[src/rtl/core_pkg.sv]
// Shared core types and widths.
// Used by the divider, the WB mux and the register file.
package core_pkg;

  localparam int XLEN       = 32;
  localparam int REG_ADDR_W = 4;

  typedef enum logic [1:0] {
    DIV_IDLE,
    DIV_BUSY,
    DIV_DONE
  } div_state_e;

endpackage

[src/rtl/div_step.sv]
// One restoring-division step.
// Shifts in a dividend bit and subtracts the divisor when it fits.
module div_step #(
  parameter int DATA_W = 32
) (
  input  logic [DATA_W-1:0] rem,
  input  logic              dvd_msb,
  input  logic [DATA_W-1:0] dvs,
  output logic [DATA_W-1:0] rem_next,
  output logic              q_bit
);

  logic [DATA_W:0]   shifted;
  logic [DATA_W-1:0] diff;

  assign shifted = {rem, dvd_msb};
  assign q_bit   = (shifted >= {1'b0, dvs});

  // When q_bit is set the true difference is below dvs,
  // so the low DATA_W bits hold it exactly.
  assign diff     = shifted[DATA_W-1:0] - dvs;
  assign rem_next = q_bit ? diff : shifted[DATA_W-1:0];

endmodule

[src/rtl/divide_unit.sv]
// Multi-cycle UDIV/SDIV unit, one quotient bit per cycle.
// Presents the quotient as a register-file write request.
module divide_unit
  import core_pkg::*;
#(
  parameter int DATA_W = XLEN,
  parameter int ADDR_W = REG_ADDR_W
) (
  input  logic              clk,
  input  logic              rst_n,
  input  logic              in_valid,
  output logic              in_ready,
  input  logic              in_signed,
  input  logic [DATA_W-1:0] in_dividend,
  input  logic [DATA_W-1:0] in_divisor,
  input  logic [ADDR_W-1:0] in_rd,
  input  logic              flush,
  output logic              busy,
  output logic [ADDR_W-1:0] busy_addr,
  output logic              out_valid,
  input  logic              out_ready,
  output logic [ADDR_W-1:0] out_addr,
  output logic [DATA_W-1:0] out_data
);

  localparam int CNT_W = $clog2(DATA_W);

  div_state_e state_q, state_d;

  logic [CNT_W-1:0]  count_q;
  logic [DATA_W-1:0] rem_q;
  logic [DATA_W-1:0] dvd_q;
  logic [DATA_W-1:0] dvs_q;
  logic [DATA_W-1:0] out_data_q;
  logic [ADDR_W-1:0] rd_q;
  logic              neg_q;

  logic              accept;
  logic              last;
  logic              div_zero;
  logic              q_bit;
  logic [DATA_W-1:0] rem_next;
  logic [DATA_W-1:0] q_final;
  logic [DATA_W-1:0] dvd_abs;
  logic [DATA_W-1:0] dvs_abs;

  assign in_ready  = (state_q == DIV_IDLE);
  assign busy      = (state_q != DIV_IDLE);
  assign out_valid = (state_q == DIV_DONE);
  assign out_addr  = rd_q;
  assign busy_addr = rd_q;
  assign out_data  = out_data_q;

  assign accept   = in_valid & in_ready & ~flush;
  assign last     = (count_q == CNT_W'(DATA_W - 1));
  assign div_zero = (in_divisor == '0);

  assign dvd_abs = (in_signed & in_dividend[DATA_W-1]) ?
                   -in_dividend : in_dividend;
  assign dvs_abs = (in_signed & in_divisor[DATA_W-1]) ?
                   -in_divisor : in_divisor;

  // dvd_q doubles as the quotient register:
  // dividend bits shift out the top, quotient bits in the bottom.
  assign q_final = {dvd_q[DATA_W-2:0], q_bit};

  div_step #(
    .DATA_W (DATA_W)
  ) u_step (
    .rem      (rem_q),
    .dvd_msb  (dvd_q[DATA_W-1]),
    .dvs      (dvs_q),
    .rem_next (rem_next),
    .q_bit    (q_bit)
  );

  always_ff @(posedge clk or negedge rst_n) begin
    if (!rst_n) begin
      state_q <= DIV_IDLE;
    end else begin
      state_q <= state_d;
    end
  end

  always_comb begin
    state_d = state_q;
    if (flush) begin
      state_d = DIV_IDLE;
    end else begin
      unique case (state_q)
        DIV_IDLE: begin
          if (in_valid) begin
            state_d = div_zero ? DIV_DONE : DIV_BUSY;
          end
        end
        DIV_BUSY: begin
          if (last) begin
            state_d = DIV_DONE;
          end
        end
        DIV_DONE: begin
          if (out_ready) begin
            state_d = DIV_IDLE;
          end
        end
        default: state_d = DIV_IDLE;
      endcase
    end
  end

  always_ff @(posedge clk or negedge rst_n) begin
    if (!rst_n) begin
      count_q    <= '0;
      rem_q      <= '0;
      dvd_q      <= '0;
      dvs_q      <= '0;
      out_data_q <= '0;
      rd_q       <= '0;
      neg_q      <= 1'b0;
    end else if (accept) begin
      count_q <= '0;
      rem_q   <= '0;
      dvd_q   <= dvd_abs;
      dvs_q   <= dvs_abs;
      rd_q    <= in_rd;
      neg_q   <= in_signed &
                 (in_dividend[DATA_W-1] ^ in_divisor[DATA_W-1]);
      if (div_zero) begin
        out_data_q <= '0;
      end
    end else if (state_q == DIV_BUSY && !flush) begin
      count_q <= count_q + 1'b1;
      rem_q   <= rem_next;
      dvd_q   <= q_final;
      if (last) begin
        out_data_q <= neg_q ? -q_final : q_final;
      end
    end
  end

endmodule
[config.mk]
export PLATFORM = sky130hd
export DESIGN_NAME = divide_unit
export DESIGN_NICKNAME = d
export VERILOG_FILES = /design/src/rtl/core_pkg.sv /design/src/rtl/div_step.sv /design/src/rtl/divide_unit.sv
export SDC_FILE = /design/constraint.sdc
export NUM_CORES = 1
export LEC_CHECK = 0
export ABC_AREA = 1
export BUFFER_PORTS_ARGS = -buffer_cell sky130_fd_sc_hd__buf_2
export CORE_AREA = 2 2 174 176
export CTS_CLUSTER_SIZE = 24
export DETAILED_ROUTE_END_ITERATION = 16
export DIE_AREA = 0 0 176 178
export PLACE_DENSITY = 0.63
export SETUP_SLACK_MARGIN = 0.05
export SYNTH_ARGS = -nofsm -noshare
export SYNTH_HDL_FRONTEND = slang
export SYNTH_SLANG_ARGS = --single-unit
[constraint.sdc]
create_clock -name clk -period 4.2 [get_ports clk]
set_input_delay 0.42 -clock clk [delete_from_list [all_inputs] [get_ports clk]]
set_output_delay 0.42 -clock clk [all_outputs]
set_load 0.02 [all_outputs]
**Word level (Yosys, flattened, before mapping)**

Index checks and enable logic that the tools add are counted.

- Input port bits: 74
- Register bits after elaboration: 140
- Word-level logic and storage cells: 57

- Muxes and demuxes: 20
- Equal/unequal tests: 7
- Magnitude comparators: 1
- Bitwise logic cells: 7
- Add/subtract/negate cells: 5
- Reductions and logical operators: 9

Operator list:

| cell | count |
|---|---|
| 2-to-1 mux 32 bit | 12 |
| negator 32 bit | 3 |
| greater-or-equal comparator 33 x 32 -> 1 bit | 1 |
| zero test 32 bit | 1 |
| subtractor 32 bit | 1 |
| 2-to-1 mux 2 bit | 5 |
| 2-to-1 mux 5 bit | 2 |
| != test 3 x 2 -> 1 bit (second input constant) | 2 |
| case mux 2 bit (3 select lines) | 1 |
| AND reduction 3 bit | 2 |
| nonzero test 2 bit | 3 |
| adder 5 x 1 -> 5 bit (second input constant) | 1 |
| bitwise AND 1 bit | 5 |
| == test 5 bit (second input constant) | 1 |
| != test 3 bit (second input constant) | 1 |
| == test 2 x 1 -> 1 bit (second input constant) | 1 |
| == test 2 bit (second input constant) | 1 |
| zero test 2 bit | 1 |
| != test 2 x 1 -> 1 bit (second input constant) | 1 |
| logical AND 1 bit | 1 |
| zero test 1 bit | 1 |
| inverter 1 bit | 1 |
| XOR 1 bit | 1 |

**Depth between registers and ports, before layout**

- Word-level depth: 6
- Gate-level depth with buffers: 25
- Gate-level depth less buffers: 25

**Modules after synthesis**

A second synthesis with hierarchy kept.

- Cell total of the unflattened synthesis: 1857
- Area total of the unflattened synthesis: 11629.9 um^2

By module, submodules not included:

| module | cells each | area each (um^2) | times used |
|---|---|---|---|
| divide_unit | 1201 | 8411.8 | 1 |
| div_step | 656 | 3218.1 | 1 |

**Worst setup path before layout**

OpenSTA, ideal clock, no wires.

- Path kind: reg-to-reg
- Start: register rem_q[7]
- End: register out_data_q[16], in the netlist out_data[16]
- Buffers on the path: 0
- Path slack: 1329 ps
- Data required time: 4072 ps
- Clock period less this slack: 2871 ps
- Cell stages (with the launch flop): 23
- Arrival: 2743 ps
- Path through: dfrtp_1 -> ha_1 -> nand2_2 -> inv_2 -> a21oi_2 -> nand3_2 -> nand2_1 -> nand2_2 -> nand2_2 -> nand2_4 -> inv_4 -> ha_1 -> nand3_1 -> nor2_1 -> nand2_1 -> nor2_1 -> nand3_1 -> nor2_1 -> nand3_1 -> nand2_1 -> a21oi_1 -> o21ai_0 -> o21ai_0

- Longest elaborated chain between the ends: 6

RTL lines:

| what | RTL line | text |
|---|---|---|
| from (decl) | divide_unit.sv:31 | `logic [DATA_W-1:0] rem_q;` |
| from (signal assigned) | divide_unit.sv:133 | `rem_q <= rem_next;` |
| greater-or-equal comparator 33 x 32 -> 1 bit | div_step.sv:17 | `assign q_bit = (shifted >= {1'b0, dvs});` |
| negator 32 bit | divide_unit.sv:136 | `out_data_q <= neg_q ? -q_final : q_final;` |
| 2-to-1 mux 32 bit | divide_unit.sv:136 |  |
| 2-to-1 mux 32 bit | divide_unit.sv:135 | `if (last) begin` |
| 2-to-1 mux 32 bit | divide_unit.sv:131 | `end else if (state_q == DIV_BUSY && !flush) begin` |
| 2-to-1 mux 32 bit | divide_unit.sv:120 | `end else if (accept) begin` |
| to (signal assigned) | divide_unit.sv:136 |  |
| to (decl) | divide_unit.sv:34 | `logic [DATA_W-1:0] out_data_q;` |

No other way between the ends. The select of a mux whose other input is x is not followed.
A chain may end at the register's enable or synchronous reset.

**Worst setup path after layout**

- Start: register rem_q[2]
- End: register out_data_q[16], in the netlist out_data[16]

The elaborated chain is that of the path after synthesis.

==> results by stage <==
Clocking:
- The number of gates resized after CTS was 0.
- The clock tree from TritonCTS is done.
- The clock tree root driver cell is sky130_fd_sc_hd__clkbuf_16.
- The buffers inserted during post-CTS setup optimization is 0.
- The later pin in the worst-skew pair is clocked with a latency of 0.44 ns.
- In this run, CTS created clock tree buffers numbering 17.
- The post-CTS clock slew at the launch and capture registers of the worst setup and hold paths is around 0.07 ns.
- For this design, the sink count on the clock tree is 140.
- The hold buffer count at CTS is 0.
- The H-tree generated during clock tree synthesis spans 4 levels.
- Counting along the longest clock path gives a buffer depth of 2.

Floorplanning:
- The die outline area is between 0.03 and 0.04 sq mm.
- The number of top-level pins is ~120.
- The die is about 180 um tall.
- In this run the horizontal extent of the chip is around 180 um.
- The floorplan has 63 rows.
- The initial utilization of the core area, before any placement, comes to 0.348.
- The area of the core is 0.0294 sq mm.

Synthesis:
- The number of nets handed over by synthesis was roughly 1.6k.
- The gate count of the mapped netlist is approximately 1.5k.
- The count of flip-flops with a built-in enable after synthesis is 0.
- Of the total synthesized cell area, the portion taken by XOR and XNOR cells is 0.0591.
- During synthesis, Yosys emitted a total of 0 warnings.
- The mean area per synthesized cell is 6.84 sq um.
- The post-synthesis mux area share is 0.
- The synthesized design contains 140 register bits.
- Among all flip-flop cells after synthesis, the most frequent one is sky130_fd_sc_hd__dfrtp_1.
- The mapped netlist covers about 0.010 sq mm.
- The fraction of the mapped netlist area in compound gates is 0.179.
- Of the total synthesized cell area, the portion taken by full adders, half adders and majority gates is 0.0472.
- The largest family of logic cells by synthesized area is simple AND/OR/NAND/NOR gates.
- The post-synthesis sequential area ratio is 0.343.
- Yosys mapped the design onto between 50 and 60 distinct sky130hd cell types.
- The fraction of the mapped netlist area in simple logic gates is 0.281.
- The share of synthesized flip-flops with an asynchronous set or reset is 1.00.

Placement:
- The placement-stage cell area is about 0.011 sq mm.
- The congestion estimate from routability-driven global placement came to 0.922.
- The number of port buffers is 116.
- Summed over all nets, the half-perimeter wirelength after detailed placement is 23600 um.

Cells and area:
- The final layout contains 1699 nets.
- For this run, the share of the core covered by cells in the final layout is 0.401.
- The final instance area is 0.0118 sq mm.
- The number of antenna diodes in the final layout is 0.
- The layout cell share with drive strength beyond 1 is 0.124.
- The synthesis-to-layout area growth is 15.3%.
- The final-layout fill cell count is slightly above 3k.

Setup path:
- The worst setup path is captured at a flop.
- The largest delay contributor family on the critical path is simple AND/OR/NAND/NOR gates.
- In this run the worst setup path begins at rem_q[2]$_DFFE_PN0P_.
- The cell that appears most often on the critical path is sky130_fd_sc_hd__nand2_1.
- Together, buffers and inverters on the worst path number 2.
- The cell at the slowest stage of the critical path is sky130_fd_sc_hd__dfrtp_1.
- The worst endpoint data arrival time is 3.66 ns.
- The required time at the endpoint of the critical path is 4.49 ns.
- The highest net fanout along the worst path is 10.
- The cell count of the worst reg-to-reg path is 24.
- The setup path with the least slack is of type reg2reg.
- Setup slack on the worst reg-to-reg path comes out at roughly 0.83 ns.
- The reg-to-reg critical path endpoint is out_data[16]$_DFFE_PN0P_.
- The worst setup path is launched from a flop.
- Counting buffers and inverters, the worst setup path is 24 cells deep.
- The largest single stage delay on the critical path is a little over 0.4 ns.
- In this run the critical register-to-register path is launched from rem_q[2]$_DFFE_PN0P_.
- Traced cell by cell, the critical path runs through ha_1 > nand2_1 > inv_1 > nand2_1 > nand2_1 > nand2_1 > nand3_2 > nand2_1 > nand2_2 > nand2_2 > nand2_4 > inv_4 > ha_1 > nand3_1 > nor2_1 > nand2_1 > nor2_1 > nand3_1 > nor2_1 > nand3_1 > nand2_1 > a21oi_1 > o21ai_0 > o21ai_0.

GRT:
- The maximum number of pins on one net before global-route repair is 100.
- The final global-route overflow total is 0.
- In the global route stage, overall resource usage came out at 0.203.
- The via count of the first global-routing pass is 9383.
- The first-pass GRT wire length is 50300 um.
- The number of antenna violations at the first check in global routing came to 0.

Timing:
- The part of the cycle the worst path needs is 0.802.
- The normalized max-slew margin is 0.328.
- Derived from the worst setup path, the maximum achievable clock frequency is 297 MHz.
- The maximum clock skew at final layout is approximately 0.012 ns.
- Across all hold checks on the routed design, the worst slack comes to 0.0870 ns.
- The final number of hold-violating endpoints came to 0.
- The final count of pins violating max slew is 0.
- The minimum clock period is 3.37 ns.
- The number of setup violations in the final report is 0.
- The final sum of negative setup slack is 0 ns.
- For the pin with the worst max-slew slack, the measured transition is slightly above 1 ns.
- Setup repair after global routing left no endpoint under its margin.

Outcome:
- The flow ran to the end, and the final reports show no timing, DRC or antenna violations.

Routing:
- For this run, design rule violations remaining after detail routing come to 0.
- The starting DRC count in detailed routing is 750.
- For this block, the routed nets add up to 31000 um of wire.
- Once detail routing completed, the nets flagged for antenna violations numbered 0.
- The via density per instance is 5.09.
- The average detailed-routed wire length per instance is ~16 um.
- The first-pass detailed-route iteration total is 5.
- The number of vias after detailed routing is 10.1k.

Power:
- The maximum vdd drop is 0.000334 V.
- The power density of the placed cells is 644 mW/mm^2.
- The leakage power of the design is 5.86 nW.

Worst hold path:
- The path class of the tightest hold or removal check is in2async.

Flow run:
- Max-cap violations in this run came to 0.
## layout make-up
type	instances	area (sq um)	area share
tap	390	488	0.0414
sequential	140	3500	0.297
clock inverter	10	165	0.0140
timing repair buffer	127	669	0.0568
inverter	185	697	0.0591
multi-input combinational	1116	5810	0.493
clock buffer	21	460	0.0390
## logic make-up after synthesis
group,count (synthesis)
AND/OR/NAND/NOR,677
AO/OA/AOI/OAI,332
buffers and inverters,238
flip-flops,140
XOR/XNOR,69
adder cells (fa/ha/maj),38
## per-stage QoR
step	total power [mW]	worst slack [ns]	std cells
after floorplan	4.88	1.33	1494
after global placement	5.89	1.00	1958
after detailed placement	5.91	0.894	1958
after CTS	7.57	0.874	1989
after global routing	8.25	0.394	1989
final	7.60	0.830	1989
## cell usage after synthesis (all sizes together) (2+ instances only)
cell type / n / area (sq um)
a21oi: 79 / 410
a22o: 2 / 17.5
a31oi: 5 / 31.3
buf: 17 / 95.1
clkbuf: 36 / 135
dfrtp: 140 / 3500
ha: 37 / 463
inv: 185 / 697
nand2: 389 / 1490
nand3: 61 / 315
nand3b: 2 / 15.0
nand4: 30 / 188
nor2: 144 / 561
nor3: 32 / 185
nor4: 9 / 62.6
o211ai: 8 / 60.1
o21ai: 200 / 1020
o21bai: 9 / 71.3
o221ai: 2 / 17.5
o22ai: 5 / 31.3
o31ai: 10 / 75.1
o41ai: 4 / 35.0
or2: 7 / 43.8
xnor2: 21 / 184
xor2: 48 / 420
## power breakdown
part,internal [mW],total (mW),switching (mW)
registers,1.75,2.06,0.307
logic,1.26,3.90,2.65
clock network,1.02,1.63,0.613
## cells in the final DEF, fill, tap and decap left out, drive strengths merged, types with 30 or more instances in the layout
cell type  instances
nand4             30
buf              127
nand2            389
ha                37
xor2              48
o21ai            200
a21oi             79
nor3              32
nand3             61
dfrtp            140
nor2             144
inv              185
## sequential cells by signal, indices dropped and copies added, names as in the netlist
| signal | flops |
|---|---|
| neg_q | 1 |
| out_data | 32 |
| dvs_q | 32 |
| rem_q | 32 |
| state_q | 2 |
| busy_addr | 4 |
| dvd_q | 32 |
| count_q | 5 |
## worst max path at each step
stage / to
floorplan: out_data[16]$_DFFE_PN0P_
global placement: out_data[16]$_DFFE_PN0P_
detailed placement: out_data[16]$_DFFE_PN0P_
CTS: out_data[16]$_DFFE_PN0P_
global route: out_data[16]$_DFFE_PN0P_
finish: out_data[16]$_DFFE_PN0P_
## metal layers
layer	global-route usage	wire length (um)	up-vias
met3	0.0426	2250	34
met2	0.284	12600	348
met5	0	0	-
met4	0.0665	545	0
met1	0.308	15700	4659
li1	-	-	5081
## worst reg2reg max path, cell delays in order (launching register included)
cell,delay (ns)
sky130_fd_sc_hd__dfrtp_1,0.41
sky130_fd_sc_hd__ha_1,0.36
sky130_fd_sc_hd__nand2_1,0.11
sky130_fd_sc_hd__inv_1,0.04
sky130_fd_sc_hd__nand2_1,0.06
sky130_fd_sc_hd__nand2_1,0.07
sky130_fd_sc_hd__nand2_1,0.08
sky130_fd_sc_hd__nand3_2,0.11
sky130_fd_sc_hd__nand2_1,0.10
sky130_fd_sc_hd__nand2_2,0.10
sky130_fd_sc_hd__nand2_2,0.11
sky130_fd_sc_hd__nand2_4,0.06
sky130_fd_sc_hd__inv_4,0.13
sky130_fd_sc_hd__ha_1,0.24
sky130_fd_sc_hd__nand3_1,0.15
sky130_fd_sc_hd__nor2_1,0.21
sky130_fd_sc_hd__nand2_1,0.10
sky130_fd_sc_hd__nor2_1,0.17
sky130_fd_sc_hd__nand3_1,0.13
sky130_fd_sc_hd__nor2_1,0.11
sky130_fd_sc_hd__nand3_1,0.07
sky130_fd_sc_hd__nand2_1,0.08
sky130_fd_sc_hd__a21oi_1,0.06
sky130_fd_sc_hd__o21ai_0,0.09
sky130_fd_sc_hd__o21ai_0,0.09
(Power assumes the default switching activity.)
